**config.mk**
```make
export PLATFORM = sky130hd
export DESIGN_NAME = core_ctrl_flat
export DESIGN_NICKNAME = d
export VERILOG_FILES = /design/src/rtl/core_ctrl_if.sv /design/src/rtl/core_ctrl.sv /design/src/flat_wrapper.sv
export SDC_FILE = /design/constraint.sdc
export NUM_CORES = 1
export LEC_CHECK = 0
export ABC_AREA = 1
export BUFFER_PORTS_ARGS = -buffer_cell sky130_fd_sc_hd__buf_2
export CAP_MARGIN = 20
export CORE_MARGIN = 4
export CORE_UTILIZATION = 40
export CTS_CLUSTER_DIAMETER = 150
export CTS_CLUSTER_SIZE = 14
export DETAILED_ROUTE_END_ITERATION = 16
export PLACE_DENSITY = 0.64
export SETUP_SLACK_MARGIN = 0.1
export SYNTH_ARGS = -nofsm -noshare
export SYNTH_HDL_FRONTEND = slang
export SYNTH_SLANG_ARGS = --single-unit
```
**constraint.sdc**
```tcl
create_clock -name clk -period 1.85 [get_ports clk]
set_input_delay 0.2775 -clock clk [delete_from_list [all_inputs] [get_ports clk]]
set_output_delay 0.2775 -clock clk [all_outputs]
set_load 0.05 [all_outputs]
```
**src/rtl/core_ctrl_if.sv**
```systemverilog
// Sequencer handshake bundle: start/ofifo_valid in, inst word and status out.
// master = core_ctrl side, slave = top-level/testbench side.
interface core_ctrl_if;
    logic        start;
    logic        ofifo_valid;
    logic [33:0] inst;
    logic        busy;
    logic        done;
    logic [3:0]  kij_idx;

    modport master (input start, ofifo_valid, output inst, busy, done, kij_idx);
    modport slave  (output start, ofifo_valid, input inst, busy, done, kij_idx);
endinterface

```
**src/rtl/core_ctrl.sv**
```systemverilog
// Instruction sequencer for the core: runs len_kij passes of weight load, kernel load,
// activation load, execute and OFIFO drain. Define CTRL_ACC_EN to add the pmem accumulation pass.
//
// state | meaning
// IDLE  | waiting for start
// WRD   | xmem weight block -> L0
// KLD   | L0 -> PE kernel load
// GAP   | settle cycles after kernel load
// XRD   | xmem activations -> L0
// EXE   | stream activations through the array
// DRN   | OFIFO rows -> pmem, one write per valid row
// ACC   | pmem accumulation reads (CTRL_ACC_EN only)
// FIN   | one-cycle done pulse
module core_ctrl #(
    parameter int          col      = 8,
    parameter int          row      = 8,
    parameter int          len_kij  = 9,
    parameter int          len_nij  = 36,
    parameter int          len_onij = 16,
    parameter int          in_dim   = 6,
    parameter int          out_dim  = 4,
    parameter int          ker_dim  = 3,
    parameter logic [10:0] w_base   = 11'h400,
    parameter int          gap_cyc  = 10
) (
    input  logic        clk,
    input  logic        reset,
    core_ctrl_if.master bus
);
    localparam logic [33:0] INST_IDLE = 34'h1_800C_0000;
    localparam int ACC_A_MAX = (len_kij - 1) * len_nij + (out_dim + ker_dim - 2) * (in_dim + 1);

    if (len_kij * len_nij > 2048 || ACC_A_MAX > 2047 || len_onij > out_dim * out_dim) begin : g_geom_check
        $fatal(1, "core_ctrl: geometry overflows the 11-bit pmem address");
    end

    localparam logic [7:0] WRD_LAST = 8'(col);
    localparam logic [7:0] XRD_LAST = 8'(len_nij);
    localparam logic [7:0] DRN_LAST = 8'(len_nij - 1);
    localparam logic [7:0] KLD_TC   = 8'(row + col - 1);
    localparam logic [7:0] GAP_TC   = 8'(gap_cyc - 1);
    localparam logic [7:0] EXE_TC   = 8'(len_nij - 1);
    localparam logic [3:0] KIJ_LAST = 4'(len_kij - 1);

    typedef enum logic [3:0] {
        S_IDLE, S_WRD, S_KLD, S_GAP, S_XRD, S_EXE, S_DRN, S_FIN
`ifdef CTRL_ACC_EN
        , S_ACC
`endif
    } state_t;

    state_t      state, nxt_state;
    logic [7:0]  idx, nxt_idx;
    logic [7:0]  tmr, nxt_tmr;
    logic [3:0]  kij, nxt_kij;
    logic [33:0] inst_q, inst_d;
    logic        busy_q, done_q;

`ifdef CTRL_ACC_EN
    localparam logic [3:0] PH_LAST = 4'(len_kij + 1);
    localparam logic [4:0] O_LAST  = 5'(len_onij - 1);

    // ph 0 is the reset gap, ph 1..len_kij read j=ph-1, last ph only finishes the acc tail
    logic [4:0]  o_idx, nxt_o;
    logic [3:0]  ph, nxt_ph;
    logic [10:0] acc_addr;

    assign acc_addr = 11'((int'(ph) - 1) * len_nij
                        + (int'(o_idx) / out_dim + (int'(ph) - 1) / ker_dim) * in_dim
                        + int'(o_idx) % out_dim + (int'(ph) - 1) % ker_dim);
`endif

    always_ff @(posedge clk or negedge reset) begin
        if (!reset) begin
            state  <= S_IDLE;
            idx    <= '0;
            tmr    <= '0;
            kij    <= '0;
            inst_q <= INST_IDLE;
            busy_q <= 1'b0;
            done_q <= 1'b0;
`ifdef CTRL_ACC_EN
            o_idx  <= '0;
            ph     <= '0;
`endif
        end else begin
            state  <= nxt_state;
            idx    <= nxt_idx;
            tmr    <= nxt_tmr;
            kij    <= nxt_kij;
            inst_q <= inst_d;
            busy_q <= (nxt_state != S_IDLE) && (nxt_state != S_FIN);
            done_q <= (nxt_state == S_FIN);
`ifdef CTRL_ACC_EN
            o_idx  <= nxt_o;
            ph     <= nxt_ph;
`endif
        end
    end

    always_comb begin
        nxt_state = state;
        nxt_idx   = idx;
        nxt_tmr   = tmr;
        nxt_kij   = kij;
`ifdef CTRL_ACC_EN
        nxt_o     = o_idx;
        nxt_ph    = ph;
`endif
        case (state)
            S_IDLE: if (bus.start) begin
                nxt_state = S_WRD;
                nxt_idx   = '0;
                nxt_kij   = '0;
            end
            S_WRD: if (idx == WRD_LAST) begin
                nxt_state = S_KLD;
                nxt_tmr   = KLD_TC;
            end else nxt_idx = idx + 8'd1;
            S_KLD: if (tmr == '0) begin
                nxt_state = S_GAP;
                nxt_tmr   = GAP_TC;
            end else nxt_tmr = tmr - 8'd1;
            S_GAP: if (tmr == '0) begin
                nxt_state = S_XRD;
                nxt_idx   = '0;
            end else nxt_tmr = tmr - 8'd1;
            S_XRD: if (idx == XRD_LAST) begin
                nxt_state = S_EXE;
                nxt_tmr   = EXE_TC;
            end else nxt_idx = idx + 8'd1;
            S_EXE: if (tmr == '0) begin
                nxt_state = S_DRN;
                nxt_idx   = '0;
            end else nxt_tmr = tmr - 8'd1;
            // idx counts rows written this pass; no timeout while OFIFO is empty
            S_DRN: if (bus.ofifo_valid) begin
                if (idx == DRN_LAST) begin
                    if (kij == KIJ_LAST) begin
`ifdef CTRL_ACC_EN
                        nxt_state = S_ACC;
                        nxt_o     = '0;
                        nxt_ph    = '0;
`else
                        nxt_state = S_FIN;
`endif
                    end else begin
                        nxt_state = S_WRD;
                        nxt_kij   = kij + 4'd1;
                        nxt_idx   = '0;
                    end
                end else nxt_idx = idx + 8'd1;
            end
`ifdef CTRL_ACC_EN
            S_ACC: if (ph == PH_LAST) begin
                nxt_ph = '0;
                if (o_idx == O_LAST) nxt_state = S_FIN;
                else nxt_o = o_idx + 5'd1;
            end else nxt_ph = ph + 4'd1;
`endif
            S_FIN: nxt_state = S_IDLE;
            default: nxt_state = S_IDLE;
        endcase
    end

    logic        acc_b, cen_p, wen_p, cen_x, wen_x;
    logic        ofifo_rd, l0_rd, l0_wr, execute, load;
    logic [10:0] a_p, a_x;

    always_comb begin
        acc_b    = 1'b0;
        cen_p    = 1'b1;
        wen_p    = 1'b1;
        a_p      = '0;
        cen_x    = 1'b1;
        wen_x    = 1'b1;
        a_x      = '0;
        ofifo_rd = 1'b0;
        l0_rd    = 1'b0;
        l0_wr    = 1'b0;
        execute  = 1'b0;
        load     = 1'b0;
        case (state)
            // L0 write trails the xmem read by the one-cycle SRAM latency
            S_WRD: begin
                if (idx < WRD_LAST) begin
                    cen_x = 1'b0;
                    a_x   = w_base + 11'(int'(kij) * col) + 11'(idx);
                end
                l0_wr = (idx != '0);
            end
            S_KLD: begin
                l0_rd = 1'b1;
                load  = 1'b1;
            end
            S_XRD: begin
                if (idx < XRD_LAST) begin
                    cen_x = 1'b0;
                    a_x   = 11'(idx);
                end
                l0_wr = (idx != '0);
            end
            S_EXE: begin
                l0_rd   = 1'b1;
                execute = 1'b1;
            end
            S_DRN: begin
                ofifo_rd = bus.ofifo_valid;
                if (bus.ofifo_valid) begin
                    cen_p = 1'b0;
                    wen_p = 1'b0;
                    a_p   = 11'(int'(kij) * len_nij + int'(idx));
                end
            end
`ifdef CTRL_ACC_EN
            S_ACC: begin
                if (ph != '0 && ph <= 4'(len_kij)) begin
                    cen_p = 1'b0;
                    a_p   = acc_addr;
                end
                acc_b = (ph >= 4'd2);
            end
`endif
            default: ;
        endcase
        inst_d = {acc_b, cen_p, wen_p, a_p, cen_x, wen_x, a_x,
                  ofifo_rd, 1'b0, 1'b0, l0_rd, l0_wr, execute, load};
    end

    assign bus.inst    = inst_q;
    assign bus.busy    = busy_q;
    assign bus.done    = done_q;
    assign bus.kij_idx = kij;
endmodule

```
**src/flat_wrapper.sv**
```systemverilog
// flat-port wrapper written by rule: the top's interface ports become plain ports
module core_ctrl_flat 
#(
    parameter int          col      = 8,
    parameter int          row      = 8,
    parameter int          len_kij  = 9,
    parameter int          len_nij  = 36,
    parameter int          len_onij = 16,
    parameter int          in_dim   = 6,
    parameter int          out_dim  = 4,
    parameter int          ker_dim  = 3,
    parameter logic [10:0] w_base   = 11'h400,
    parameter int          gap_cyc  = 10
)
  (clk, reset, bus_start, bus_ofifo_valid, bus_inst, bus_busy, bus_done, bus_kij_idx);
  core_ctrl_if bus_i ();
  input  logic clk;
  input  logic reset;
  input wire logic [$bits(bus_i.start)-1:0] bus_start;
  input wire logic [$bits(bus_i.ofifo_valid)-1:0] bus_ofifo_valid;
  output wire logic [$bits(bus_i.inst)-1:0] bus_inst;
  output wire logic [$bits(bus_i.busy)-1:0] bus_busy;
  output wire logic [$bits(bus_i.done)-1:0] bus_done;
  output wire logic [$bits(bus_i.kij_idx)-1:0] bus_kij_idx;
  assign bus_i.start = bus_start;
  assign bus_i.ofifo_valid = bus_ofifo_valid;
  assign bus_inst = bus_i.inst;
  assign bus_busy = bus_i.busy;
  assign bus_done = bus_i.done;
  assign bus_kij_idx = bus_i.kij_idx;
  core_ctrl #(.col(col), .row(row), .len_kij(len_kij), .len_nij(len_nij), .len_onij(len_onij), .in_dim(in_dim), .out_dim(out_dim), .ker_dim(ker_dim), .w_base(w_base), .gap_cyc(gap_cyc)) u_core (.clk(clk), .reset(reset), .bus(bus_i));
endmodule
```
## Word-level counts from Yosys, hierarchy flattened

Index checks and enable logic that the tools add are counted.

| cells by class | value |
|---|---|
| add/sub/neg operators | 6 |
| multipliers | 1 |
| magnitude comparators | 2 |
| equal/unequal tests | 23 |
| multiplexer cells | 43 |
| reduce and logical (&&, ||, !) cells | 14 |

Operators by type and width:

| operator | count |
|---|---|
| 8-bit 2-to-1 mux | 12 |
| 4-bit 2-to-1 mux | 12 |
| 8-bit one-hot mux with 5 select lines | 1 |
| 11-bit 2-to-1 mux | 3 |
| 8-bit one-hot mux with 4 select lines | 1 |
| 4-bit one-hot mux with 7 select lines | 1 |
| 11-bit one-hot mux with 2 select lines | 1 |
| 4-bit by 3-bit equality test with 1-bit output, second input constant | 4 |
| 8-bit by 6-bit equality test with 1-bit output, second input constant | 2 |
| 2-bit != test, second input constant | 6 |
| 11-bit by 7-bit adder with 11-bit output, first input constant | 1 |
| 11-bit by 8-bit adder with 11-bit output | 1 |
| 11-bit by 9-bit adder with 11-bit output | 1 |
| 1-bit 2-to-1 mux | 9 |
| 8-bit by 1-bit adder with 8-bit output, second input constant | 1 |
| 4-bit by 2-bit equality test with 1-bit output, second input constant | 2 |
| 8-bit by 4-bit equality test with 1-bit output, second input constant | 1 |
| 8-bit logical NOT | 1 |
| 8-bit by 4-bit less-than comparator with 1-bit output, second input constant | 1 |
| 8-bit by 6-bit less-than comparator with 1-bit output, second input constant | 1 |
| 4-bit by 4-bit multiplier with 8-bit output, second input constant | 1 |
| 2-bit by 1-bit != test with 1-bit output, second input constant | 4 |
| 4-bit one-hot mux with 2 select lines | 1 |
| 4-bit nonzero test | 2 |
| 17 further kinds | 19 |

| word-level totals | value |
|---|---|
| register bits after elaboration | 55 |
| bits of input ports | 4 |
| logic and storage cells | 96 |

## Logic depth before layout (Yosys ltp)

| logic depth | value |
|---|---|
| depth in word-level cells | 7 |
| depth in mapped cells | 13 |
| mapped depth without buffers | 13 |

## Worst setup path before layout

No wires, ideal clock.

| path | value |
|---|---|
| path kind | reg-to-reg |
| from | reg u_core.kij[0] (netlist: u_core.bus.kij_idx[0]) |
| to | reg u_core.inst_q[29] (netlist: u_core.bus.inst[29]) |
| setup time | 0.118 ns |
| arrival time | 2.088 ns |
| slack | -0.355 ns |
| cell stages (with the launch flop) | 13 |
| buffers on the path | 0 |
| cell sequence | dfrtp_1 -> ha_1 -> ha_1 -> ha_1 -> or2_2 -> nand2_1 -> inv_1 -> nand2_1 -> o21ai_0 -> a21oi_1 -> nand2_1 -> nand2_1 -> nor2_1 |

| on the way | value |
|---|---|
| cells in the longest elaborated chain, start to end | 4 |

Ends and longest elaborated chain:

| item | line | source |
|---|---|---|
| start, declared | core_ctrl.sv:55 | `logic [3:0] kij, nxt_kij;` |
| start signal, assigned | core_ctrl.sv:90 | `kij <= nxt_kij;` |
| 4-bit by 4-bit multiplier with 8-bit output | core_ctrl.sv:212 | `a_p = 11'(int'(kij) * len_nij + int'(idx));` |
| 11-bit by 9-bit adder with 11-bit output | core_ctrl.sv:212 |  |
| 11-bit 2-to-1 mux | core_ctrl.sv:209 | `if (bus.ofifo_valid) begin` |
| 11-bit 2-to-1 mux | core_ctrl.sv:183 | `case (state)` |
| named net u_core.a_p[9] | core_ctrl.sv:168 | `logic [10:0] a_p, a_x;` |
| end signal, assigned | core_ctrl.sv:91 | `inst_q <= inst_d;` |
| end, declared | core_ctrl.sv:56 | `logic [33:0] inst_q, inst_d;` |

The timed path passes the listed nets, and every way through them passes these cells.
A chain may end at the register's enable or synchronous reset.

## Final worst setup path

| path | value |
|---|---|
| from | reg u_core.kij[3] (netlist: u_core.bus.kij_idx[3]) |
| to | reg u_core.inst_q[29] (netlist: u_core.bus.inst[29]) |

Same word-level chain as after synthesis.

==> metrics.md <==
| Metric | Value |
|---|---|
| Synth-to-Final Area Change | `32.13%` |
| TritonCTS Sinks | `54` |
| Crit share post-route | `97.07%` |
| Post-synthesis mux area share | `0%` |
| Skew final | `0.01407 ns` |
| Clock Latency Late Sink | `0.31 ns` |
| Vias/cell | `between 4 and 5` |
| Simple-gate share of the synthesized area | `approximately 28%` |
| Initial Utilization | `a little over two fifths` |
| Total number of vias | `2940` |
| Post-route setup slack | `0.05419 ns` |
| First-pass GRT wire length | `roughly 13 mm` |
| CTS Buffer Depth | `2` |
| Die extent in y | `just under 100 microns` |
| Post-route cell area | `about 0.0044 sq mm` |
| # port buffers | `38` |
| Vias in the first global route | `~2700` |
| Synth Area in Adders | `roughly 8.4%` |
| Initial drt markers | `approximately 150` |
| Placed Area | `roughly 0.0039 sq mm` |
| DRC | `0` |
| Fillers | `roughly 700` |
| Overall Global Routing Usage | `approximately 16%` |
| FF+latch count, synth | `54` |
| Arr. time, crit path | `between 2 and 2.5 ns` |
| Final setup violation count | `0` |
| Routed wire per std cell | `13.35 microns` |
| Worst Path Required | `~2.1 ns` |
| Pwr dens | `between 500 and 600 mW/mm^2` |
| Pin count of the biggest net entering global routing | `55` |
| Grt ovf | `0` |
| Largest family of logic cells by synthesized area | `simple AND/OR/NAND/NOR gates` |
| Min-delay worst type | `in -> reg` |
| CTS tree | `done` |
| Clock transition at path regs | `~0.10 ns` |
| Antenna viol nets, final | `0` |
| Antenna violations before repair | `0` |
| WL final | `about 8.0 mm` |
| Synth Area per Inst | `8.151 sq um` |
| Die area | `0.009837 sq mm` |
| RSZ-0062 raised after global routing | `true` |
| Most common cell after layout, fill and taps aside | `nand2_1` |
| I/O pins | `44` |
| Fin crit period | `about 1.8 ns` |
| Xor/xnor share of the synthesized area | `2.107%` |
| Layout Nets | `approximately 520` |
| N_diodes | `0` |
| Synth Area in Compound Gates | `between 10 and 15%` |
| Syn Inst Count | `between 400 and 500` |
| Worst hold slack | `~0.28 ns` |
| Max-slew violation count | `0` |
| Fmax | `556.9 MHz` |
| Die Width | `between 90 and 100 microns` |
| Synth cell types | `42` |
| Critical Setup Path Class | `reg -> reg` |
| CTS H-Tree Depth | `2` |
| Final GP Congestion | `a little under 0.9` |
| Final Hold Vio Count | `0` |
| Max-cap violations | `0` |
| Pwr Total | `2.398 mW` |
| Run status | `finished, final reports clean` |
| Total clock buffers created by CTS | `5` |
| Place WS | `-0.006929 ns` |
| Row count | `32` |
| Sequential share of the synthesized area | `between 40% and 50%` |
| Ratio of cells with drive above 1 in the final layout | `approximately two fifths` |
| Startpoint Class | `register` |
| Most frequent cells in the layout | `nand2_1 (77), dfrtp_1 (43), buf_4 (42)` |
| Core area | `0.007888 sq mm` |
| Static leakage | `around 2.3 nW` |
| Post-DP HPWL | `approximately 5.9 mm` |
| Synth warnings | `0` |
| Endpoint class of the critical path | `register` |
| CTS Root Cell | `clkbuf_8` |
| DR pass1 iterations | `4` |
| CP max FO | `3` |
| Post-Syn Area | `0.003326 sq mm` |
| Maximum VDD drop | `~0.39 mV` |
-- per-stage QoR --
stage / TNS [ns] / util, % / cells
6_report: 0 / 55.71 / 600
5_1_grt: -0.04687 / 55.71 / 600
4_1_cts: 0 / 51.68 / 583
3_5_place_dp: -0.006929 / 49.78 / 569
3_3_place_gp: 0 / 49.78 / 569
2_1_floorplan: -0.06506 / - / 413
-- critical path, cell delays in order (launching register included) --
cell	delay, ns
dfrtp_4	0.49
ha_4	0.17
ha_4	0.16
ha_4	0.22
ha_4	0.29
nand2_4	0.06
o21ai_2	0.12
a21oi_2	0.05
nand2_1	0.06
nand2_1	0.05
nor2_1	0.08
-- path summary, 6_finish.rpt --
| check | from | endpoint | slack [ns] | cells after the start |
|---|---|---|---|---|
| max | u_core.bus.kij_idx[3] | u_core.bus.inst[29] | 0.05 | 10 |
| min | bus_ofifo_valid | u_core.bus.inst[22] | 0.28 | 3 |
| max reg2reg | u_core.bus.kij_idx[3] | u_core.bus.inst[29] | 0.05 | 10 |
| min reg2reg | u_core.idx[0] | u_core.idx[0] | 0.58 | 2 |
| max in group asynchronous | reset | u_core.bus.kij_idx[3] | 1.07 | 3 |
| min in group asynchronous | reset | u_core.bus.inst[6] | 0.46 | 3 |
-- where the power goes --
group	switching, mW	internal, mW
Combinational	0.302	0.183
Sequential	0.0442	1.22
Clock	0.377	0.270
-- cell usage after synthesis (all sizes together) --
library cell	number	area, sq um
nand2	107	454.2
o21bai	1	7.510
o31ai	2	15.01
nor2	50	251.5
nor4	1	6.260
o32ai	1	8.760
o211ai	2	15.01
conb	2	7.510
dfrtp	52	1301
xor2	7	61.31
ha	19	237.7
o22ai	1	6.260
a21boi	1	11.26
nand3	29	170.2
inv	55	211.5
xnor2	1	8.760
nand4	5	31.28
dfstp	2	52.55
a22oi	1	7.510
buf	10	83.82
fa	2	40.04
a21oi	17	88.84
or2	1	6.260
clkinv	1	3.750
o221ai	1	8.760
o21ai	32	201.4
a21o	1	7.510
nor3	4	20.02
-- metal layers --
| layer | global-route usage, % | part of all wire, % | up-vias | routed length [microns] |
|---|---|---|---|---|
| met3 | 2.174 | 4.6 | 12 | 367 |
| met5 | 0 | 0 | - | 0 |
| met2 | 27.07 | 51 | 65 | 4058 |
| met4 | 5.042 | 1.9 | 0 | 152 |
| met1 | 21.43 | 43 | 1388 | 3433 |
| li1 | - | - | 1475 | - |
-- flip-flops by register name, indices dropped and copies added, names as in the netlist --
| name | cells |
|---|---|
| u_core.bus.inst | 28 |
| u_core.idx | 8 |
| u_core.tmr | 8 |
| u_core.bus.kij_idx | 4 |
| u_core.state | 4 |
| u_core.bus.busy | 1 |
| u_core.bus.done | 1 |
-- final cells by class --
class                      instances  area [sq um]  area share (%)
sequential                        54          1368           31.12
clock buffer                       8         80.08           1.822
tap                              102         127.6           2.904
timing repair buffer              86         606.8           13.81
inverter                          56         220.2           5.011
multi-input combinational        294          1992           45.33
-- logic make-up (layout without fill, tap and decap cells) --
| logic type | after synthesis | count (layout) |
|---|---|---|
| AND/OR/NAND/NOR | 197 | 198 |
| buffers and inverters | 66 | 150 |
| AO/OA/AOI/OAI | 60 | 60 |
| flip-flops | 54 | 54 |
| adder cells (fa/ha/maj) | 21 | 21 |
| XOR/XNOR | 8 | 8 |
| other | 2 | 7 |
-- repair_timing --
item / CTS / global route
cloned: 1 / 0
hold buffers: 1 / 0
hold endpoints to repair: 52 / 0
pin swaps: 4 / 19
setup endpoints to repair: 17 / 30
buffers inserted: 4 / 17
resized for setup: 7 / 55
No activity file was read; power rests on OpenSTA's default activity.
